==> config.mk <==
export PLATFORM = sky130hd
export DESIGN_NAME = pattern_bist_sequencer
export DESIGN_NICKNAME = d
export VERILOG_FILES = /design/src/rtl/pattern_bist_pkg.sv /design/src/rtl/bist_shift_reg.sv /design/src/rtl/pattern_bist_sequencer.sv
export SDC_FILE = /design/constraint.sdc
export NUM_CORES = 1
export LEC_CHECK = 0
export ABC_AREA = 1
export ABC_CLOCK_PERIOD_IN_PS = 2500
export BUFFER_PORTS_ARGS = -buffer_cell sky130_fd_sc_hd__buf_2
export CAP_MARGIN = 15
export CORE_UTILIZATION = 56
export CTS_BUF_LIST = sky130_fd_sc_hd__clkbuf_16
export DETAILED_ROUTE_END_ITERATION = 16
export PLACE_DENSITY_LB_ADDON = 0.1
export SYNTH_ARGS = -nofsm -noshare
export SYNTH_HDL_FRONTEND = slang
export SYNTH_HIERARCHICAL = 1
export SYNTH_SLANG_ARGS = --single-unit
==> constraint.sdc <==
create_clock -name blif_clk_net -period 2.5 [get_ports blif_clk_net]
set_input_delay 0.25 -clock blif_clk_net [delete_from_list [all_inputs] [get_ports blif_clk_net]]
set_output_delay 0.25 -clock blif_clk_net [all_outputs]
set_load 0.03 [all_outputs]
==> src/rtl/pattern_bist_pkg.sv <==
// Shared types and default polynomials for the pattern BIST sequencer.
package pattern_bist_pkg;

    localparam int unsigned LFSR_W = 11;
    localparam int unsigned MISR_W = 10;
    localparam int unsigned PCNT_W = 16;

    // x^11 + x^9 + 1 feeds back lfsr[10]^lfsr[8]; x^10 + x^7 + 1 feeds back misr[9]^misr[6]
    localparam logic [LFSR_W-1:0] LFSR_TAPS    = 11'h500;
    localparam logic [MISR_W-1:0] MISR_TAPS    = 10'h240;
    localparam logic [LFSR_W-1:0] DEFAULT_SEED = 11'h001;

    typedef enum logic [2:0] {
        ST_IDLE,
        ST_INIT,
        ST_APPLY,
        ST_CAPTURE,
        ST_ADVANCE,
        ST_DONE
    } state_e;

endpackage

==> src/rtl/bist_shift_reg.sv <==
// Fibonacci-style shift register: shifts left, feedback into bit 0, optional parallel XOR
// input so the same block serves as LFSR (xin tied 0) or MISR (xin = response).
module bist_shift_reg #(
    parameter int unsigned   W       = 11,
    parameter logic [W-1:0]  TAPS    = '0,
    parameter logic [W-1:0]  RST_VAL = '0
) (
    input  logic         clk,
    input  logic         rst_n,
    input  logic         load,
    input  logic [W-1:0] load_val,
    input  logic         en,
    input  logic [W-1:0] xin,
    output logic [W-1:0] q
);

    logic [W-1:0] nxt_c;

    assign nxt_c = {q[W-2:0], ^(q & TAPS)} ^ xin;

    always_ff @(posedge clk or negedge rst_n) begin
        if (!rst_n) begin
            q <= RST_VAL;
        end else if (load) begin
            q <= load_val;
        end else if (en) begin
            q <= nxt_c;
        end
    end

endmodule

==> src/rtl/pattern_bist_sequencer.sv <==
// BIST sequencer: LFSR stimulus held for SETTLE cycles per pattern, MISR compaction of
// the pattern block's response, pattern counting and host start/abort/seed control.
module pattern_bist_sequencer
    import pattern_bist_pkg::*;
#(
    parameter int unsigned    IN_W    = 11,
    parameter int unsigned    OUT_W   = 10,
    parameter int unsigned    NUM_PAT = 256,
    parameter int unsigned    SETTLE  = 2,
    parameter logic [IN_W-1:0] SEED   = IN_W'(DEFAULT_SEED)
) (
    input  logic              blif_clk_net,
    input  logic              blif_reset_net,
    input  logic              start,
    input  logic              abort,
    input  logic              seed_load,
    input  logic [IN_W-1:0]   seed_val,
    output logic [IN_W-1:0]   dut_in,
    input  logic [OUT_W-1:0]  dut_out,
    output logic              busy,
    output logic              done,
    output logic [OUT_W-1:0]  signature,
    output logic [PCNT_W-1:0] pat_count
);

    localparam int unsigned CNT_W = $clog2(SETTLE + 1);

    state_e            state_q;
    state_e            state_d;
    logic [IN_W-1:0]   seed_q;
    logic [IN_W-1:0]   lfsr_q;
    logic [CNT_W-1:0]  cnt_q;
    logic              seed_wr_c;
    logic              init_c;
    logic              capture_c;
    logic              advance_c;
    logic              last_c;

    assign last_c = (pat_count + PCNT_W'(1)) == PCNT_W'(NUM_PAT);

    always_ff @(posedge blif_clk_net or negedge blif_reset_net) begin
        if (!blif_reset_net) begin
            state_q <= ST_IDLE;
        end else begin
            state_q <= state_d;
        end
    end

    // abort beats every other request in busy states and in DONE
    always_comb begin
        state_d   = state_q;
        seed_wr_c = 1'b0;
        init_c    = 1'b0;
        capture_c = 1'b0;
        advance_c = 1'b0;
        case (state_q)
            ST_IDLE: begin
                if (seed_load) begin
                    seed_wr_c = 1'b1;
                end else if (start) begin
                    state_d = ST_INIT;
                end
            end
            ST_INIT: begin
                if (abort) begin
                    state_d = ST_IDLE;
                end else begin
                    init_c  = 1'b1;
                    state_d = ST_APPLY;
                end
            end
            ST_APPLY: begin
                if (abort) begin
                    state_d = ST_IDLE;
                end else if (cnt_q == CNT_W'(SETTLE - 1)) begin
                    state_d = ST_CAPTURE;
                end
            end
            ST_CAPTURE: begin
                if (abort) begin
                    state_d = ST_IDLE;
                end else begin
                    capture_c = 1'b1;
                    state_d   = ST_ADVANCE;
                end
            end
            ST_ADVANCE: begin
                if (abort) begin
                    state_d = ST_IDLE;
                end else begin
                    advance_c = 1'b1;
                    state_d   = last_c ? ST_DONE : ST_APPLY;
                end
            end
            ST_DONE: begin
                if (abort) begin
                    state_d = ST_IDLE;
                end else if (start) begin
                    state_d = ST_INIT;
                end
            end
            default: state_d = ST_IDLE;
        endcase
    end

    // The LFSR steps one cycle early (on capture) so ADVANCE can register it straight
    // into dut_in; INIT reloads it, so the early step never leaks across runs.
    bist_shift_reg #(
        .W       (IN_W),
        .TAPS    (IN_W'(LFSR_TAPS)),
        .RST_VAL (SEED)
    ) u_lfsr (
        .clk      (blif_clk_net),
        .rst_n    (blif_reset_net),
        .load     (init_c),
        .load_val (seed_q),
        .en       (capture_c),
        .xin      ('0),
        .q        (lfsr_q)
    );

    bist_shift_reg #(
        .W       (OUT_W),
        .TAPS    (OUT_W'(MISR_TAPS)),
        .RST_VAL ('0)
    ) u_misr (
        .clk      (blif_clk_net),
        .rst_n    (blif_reset_net),
        .load     (init_c),
        .load_val ('0),
        .en       (capture_c),
        .xin      (dut_out),
        .q        (signature)
    );

    always_ff @(posedge blif_clk_net or negedge blif_reset_net) begin
        if (!blif_reset_net) begin
            seed_q    <= SEED;
            dut_in    <= '0;
            pat_count <= '0;
            cnt_q     <= '0;
            busy      <= 1'b0;
            done      <= 1'b0;
        end else begin
            if (seed_wr_c) begin
                seed_q <= (seed_val == '0) ? IN_W'(1) : seed_val;
            end
            if (state_q == ST_APPLY) begin
                cnt_q <= cnt_q + CNT_W'(1);
            end
            if (init_c) begin
                dut_in    <= seed_q;
                pat_count <= '0;
                cnt_q     <= '0;
            end
            if (advance_c) begin
                dut_in    <= lfsr_q;
                pat_count <= pat_count + PCNT_W'(1);
                cnt_q     <= '0;
            end
            busy <= (state_d == ST_INIT) || (state_d == ST_APPLY) ||
                    (state_d == ST_CAPTURE) || (state_d == ST_ADVANCE);
            done <= (state_d == ST_DONE);
        end
    end

endmodule

==> impl_results.md <==
* Final Hold Viols at 0
* Post-CTS setup buffers at 0
* Async set-reset flop share out of synthesis at 100%
* Routed length per instance at 13.4 µm
* Reg2Reg Depth at 14
* Htree depth at 3
* Clock transition at the registers of the reported paths at 50 ps
* Hold Crit Class: in2reg
* Post-synthesis mux area share at 0%
* Synth Instances at 439
* Crit path time final at 1980 ps
* Mapped Area at 3560 µm²
* VDD IR max at 0.677 mV
* Worst-Skew Late Latency at 330 ps
* DRT Wirelength at 8.25 mm
* Avg Vias per Cell at 5.31
* Max Cap Violations at 0
* Peak per-stage delay on the critical path at 480 ps
* Root Buffer: clkbuf_16
* Critical path, cell by cell: ha_1, nand3_2, nor2_4, nand2_1, nand2_1, nand2_1, inv_1, nand2_1, nor2_1, nand3_1, nand2_1, nand2_2, nor2_2, a21oi_2
* Hpwl dp at 5.87 mm
* Netlist cell types at 32
* CP startpoint: pat_count[0]
* Fin util at 72.5%
* Crit. End Element: flip-flop
* Leak pwr at 2.18 nW
* DP Worst Slack at 552 ps
* Synth top area share at 45.0%
* #FFs+latches synth at 66
* CTS tree: done
* Nets@finish at 564
* Number of flops mapped to enable cells by yosys at 0
* Synth-to-layout area growth at 22.8%
* Fmax at 506 MHz
* Pwr dens at 1000 nW/µm²
* Setup TNS at 0 ps
* Hold Startpoint: seed_val[5]
* Crit path kind: reg2reg
* Sink Count at 66
* Seq/Total Area, Yosys at 46.5%
* Gp weighted congestion at 0.874
* Synth Flop Type: dfrtp_1
* Ant. Diodes at 0
* Worst Clk Skew at 6.36 ps
* Slew Limit Fails at 0
* Post-synthesis simple-gate area fraction at 28.2%
* Crit path depth at 14
* Crit path DAT at 2190 ps
* Residual DRC at 0
* Yosys top cell by area: dfrtp_1
* Max-slew headroom at 54.5%
* CTS Buf Count at 9
* Core area at 6030 µm²
* Hold path cells at 3
* 1st-iter DRT viols at 202
* Synth top area cells: dfrtp_1 (45%), nand2_1 (13%), inv_1 (5.1%)
* Worst Path Required at 2720 ps
* Initial antenna violation count at 0
* Layout cells sized above 1 at 21.3%
* Largest net degree at the start of global routing at 39
* GRT Util Overall at 27.4%
* Buffers on Ports at 64
* Die Y at 81.7 µm
* R2r setup slk at 520 ps
* RSZ-0062 raised after global routing: false
* Total gr overflow at 0
* Tcrit/Tclk final at 79.0%
* Crit-path most repeated cell: nand2_1
* Worst-path maximum fanout at 8
* Global-route wire length before repair at 13.7 mm
* Initial Util at 59.0%
* RR Endpoint: busy
* Compound-cell area share of the yosys netlist at 12.7%
* CP bufs+invs at 1
* Worst setup SP type: flip-flop
* Status: complete, no violations
* Post-synthesis adder-cell area fraction at 1.06%
* Critical Path Sink: busy
* Row count at 28
* Vias at 3,266
* Actual slew at the worst max-slew pin at 683 ps
* Drt pass-1 iters at 5
* Antenna-violating nets left at 0
* Longest Clk Path Bufs at 2
* Die Wd at 81.7 µm
* YS warnings at 6
* Post-Synth XOR/XNOR Area at 4.68%
* DIE AREA at 6670 µm²
* I/O pins at 65
* Endpoints failing setup at 0
* Cell family with most CP delay: simple AND/OR/NAND/NOR gates
* Slowest-stage cell, CP: dfrtp_1
* Avg Cell Area, Syn at 8.10 µm²
* R2R Path Start: pat_count[0]
* Vias in the first global route at 3,106
* Largest family of logic cells by synthesized area: simple AND/OR/NAND/NOR gates
* Min setup slack post-route at 525 ps
## synthesized netlist by cell type, drive strengths merged (5+ instances only)
cell type and count:
xnor2 19, nand4 10, a22oi 21, clkbuf 5
inv 50, nor3 5, o22ai 12, nand3 32
o21ai 32, dfrtp 64, nand2 133, nor2 32
## sequential cells by signal, summed over array words and instances (netlist names)
register	count
seed_q	11
state_q	3
cnt_q	2
pat_count	16
u_lfsr/q	11
done	1
u_misr/q	10
dut_in	11
busy	1
## layout make-up
class | count | area (µm²)
Multi-Input combinational cell | 335 | 1750
Timing Repair Buffer | 72 | 395
Clock buffer | 9 | 225
Sequential cell | 66 | 1650
Clock inverter | 7 | 61.3
Tap cell | 75 | 93.8
Fill cell | 474 | 1660
Inverter | 51 | 191
## power breakdown
group / total [mW] / switching [mW] / leakage (nW) / internal, mW
sequential: 1.74 / 0.311 / 0.850 / 1.43
clock: 1.21 / 0.452 / 0.148 / 0.760
combinational: 1.42 / 0.897 / 1.18 / 0.527
total: 4.37 / 1.66 / 2.18 / 2.71
## metrics by stage
stage               hold slack (ps)  total power, mW  cell area [µm²]  instances
floorplan                     -45.6             2.73             3640        461
detailed placement              324             3.17             4070        598
CTS                             124             4.39             4370        615
global placement                321             3.13             4070        598
finish                          126             4.37             4370        615
global route                    133             4.63             4370        615
## cells by family (layout without fill, tap and decap cells)
| logic type | after synthesis | count (layout) |
|---|---|---|
| other | 1 | 23 |
| adder cells (fa/ha/maj) | 3 | 3 |
| AO/OA/AOI/OAI | 73 | 73 |
| XOR/XNOR | 19 | 19 |
| flip-flops | 66 | 66 |
| buffers and inverters | 60 | 139 |
| AND/OR/NAND/NOR | 217 | 217 |
## worst min path at each step
stage	slack (ps)	end
final	130	seed_q[5]
after global placement	320	pat_count[11]
after global routing	130	seed_q[5]
after CTS	120	seed_q[5]
after floorplan	-50	busy
after detailed placement	320	pat_count[10]
## tightest hold or removal path, cell delays in order
cell,delay [ps]
buf_2,80
nand2_1,40
nand2_1,40
## layout by cell type, fill, tap and decap left out, drive strengths merged
cell         instances
nand3               32
dlygate4sd3          1
buf                 71
nor3b                1
ha                   3
dfrtp               64
nor3                 5
conb                23
o211ai               4
a22oi               21
nor4                 2
nor2                32
nand4               10
o21ai               32
nand3b               2
nand2              133
a211oi               1
o22ai               12
a21oi                2
inv                 51
a31oi                1
dfstp                2
clkinv               6
xnor2               19
clkbuf               9
bufinv               1
## repair_timing
item,CTS,global route
setup endpoints to repair,0,0
resized for setup,0,0
hold endpoints to repair,28,0
hold buffers,1,0
## layer usage
layer,vias up,global-route usage (%),routed length (µm)
met4,0,10.9,141
li1,1627,-,-
met1,1519,34.4,3640
met5,-,0,0
met2,107,46.0,4070
met3,13,5.78,394
Power figures use the tool's default switching activity.
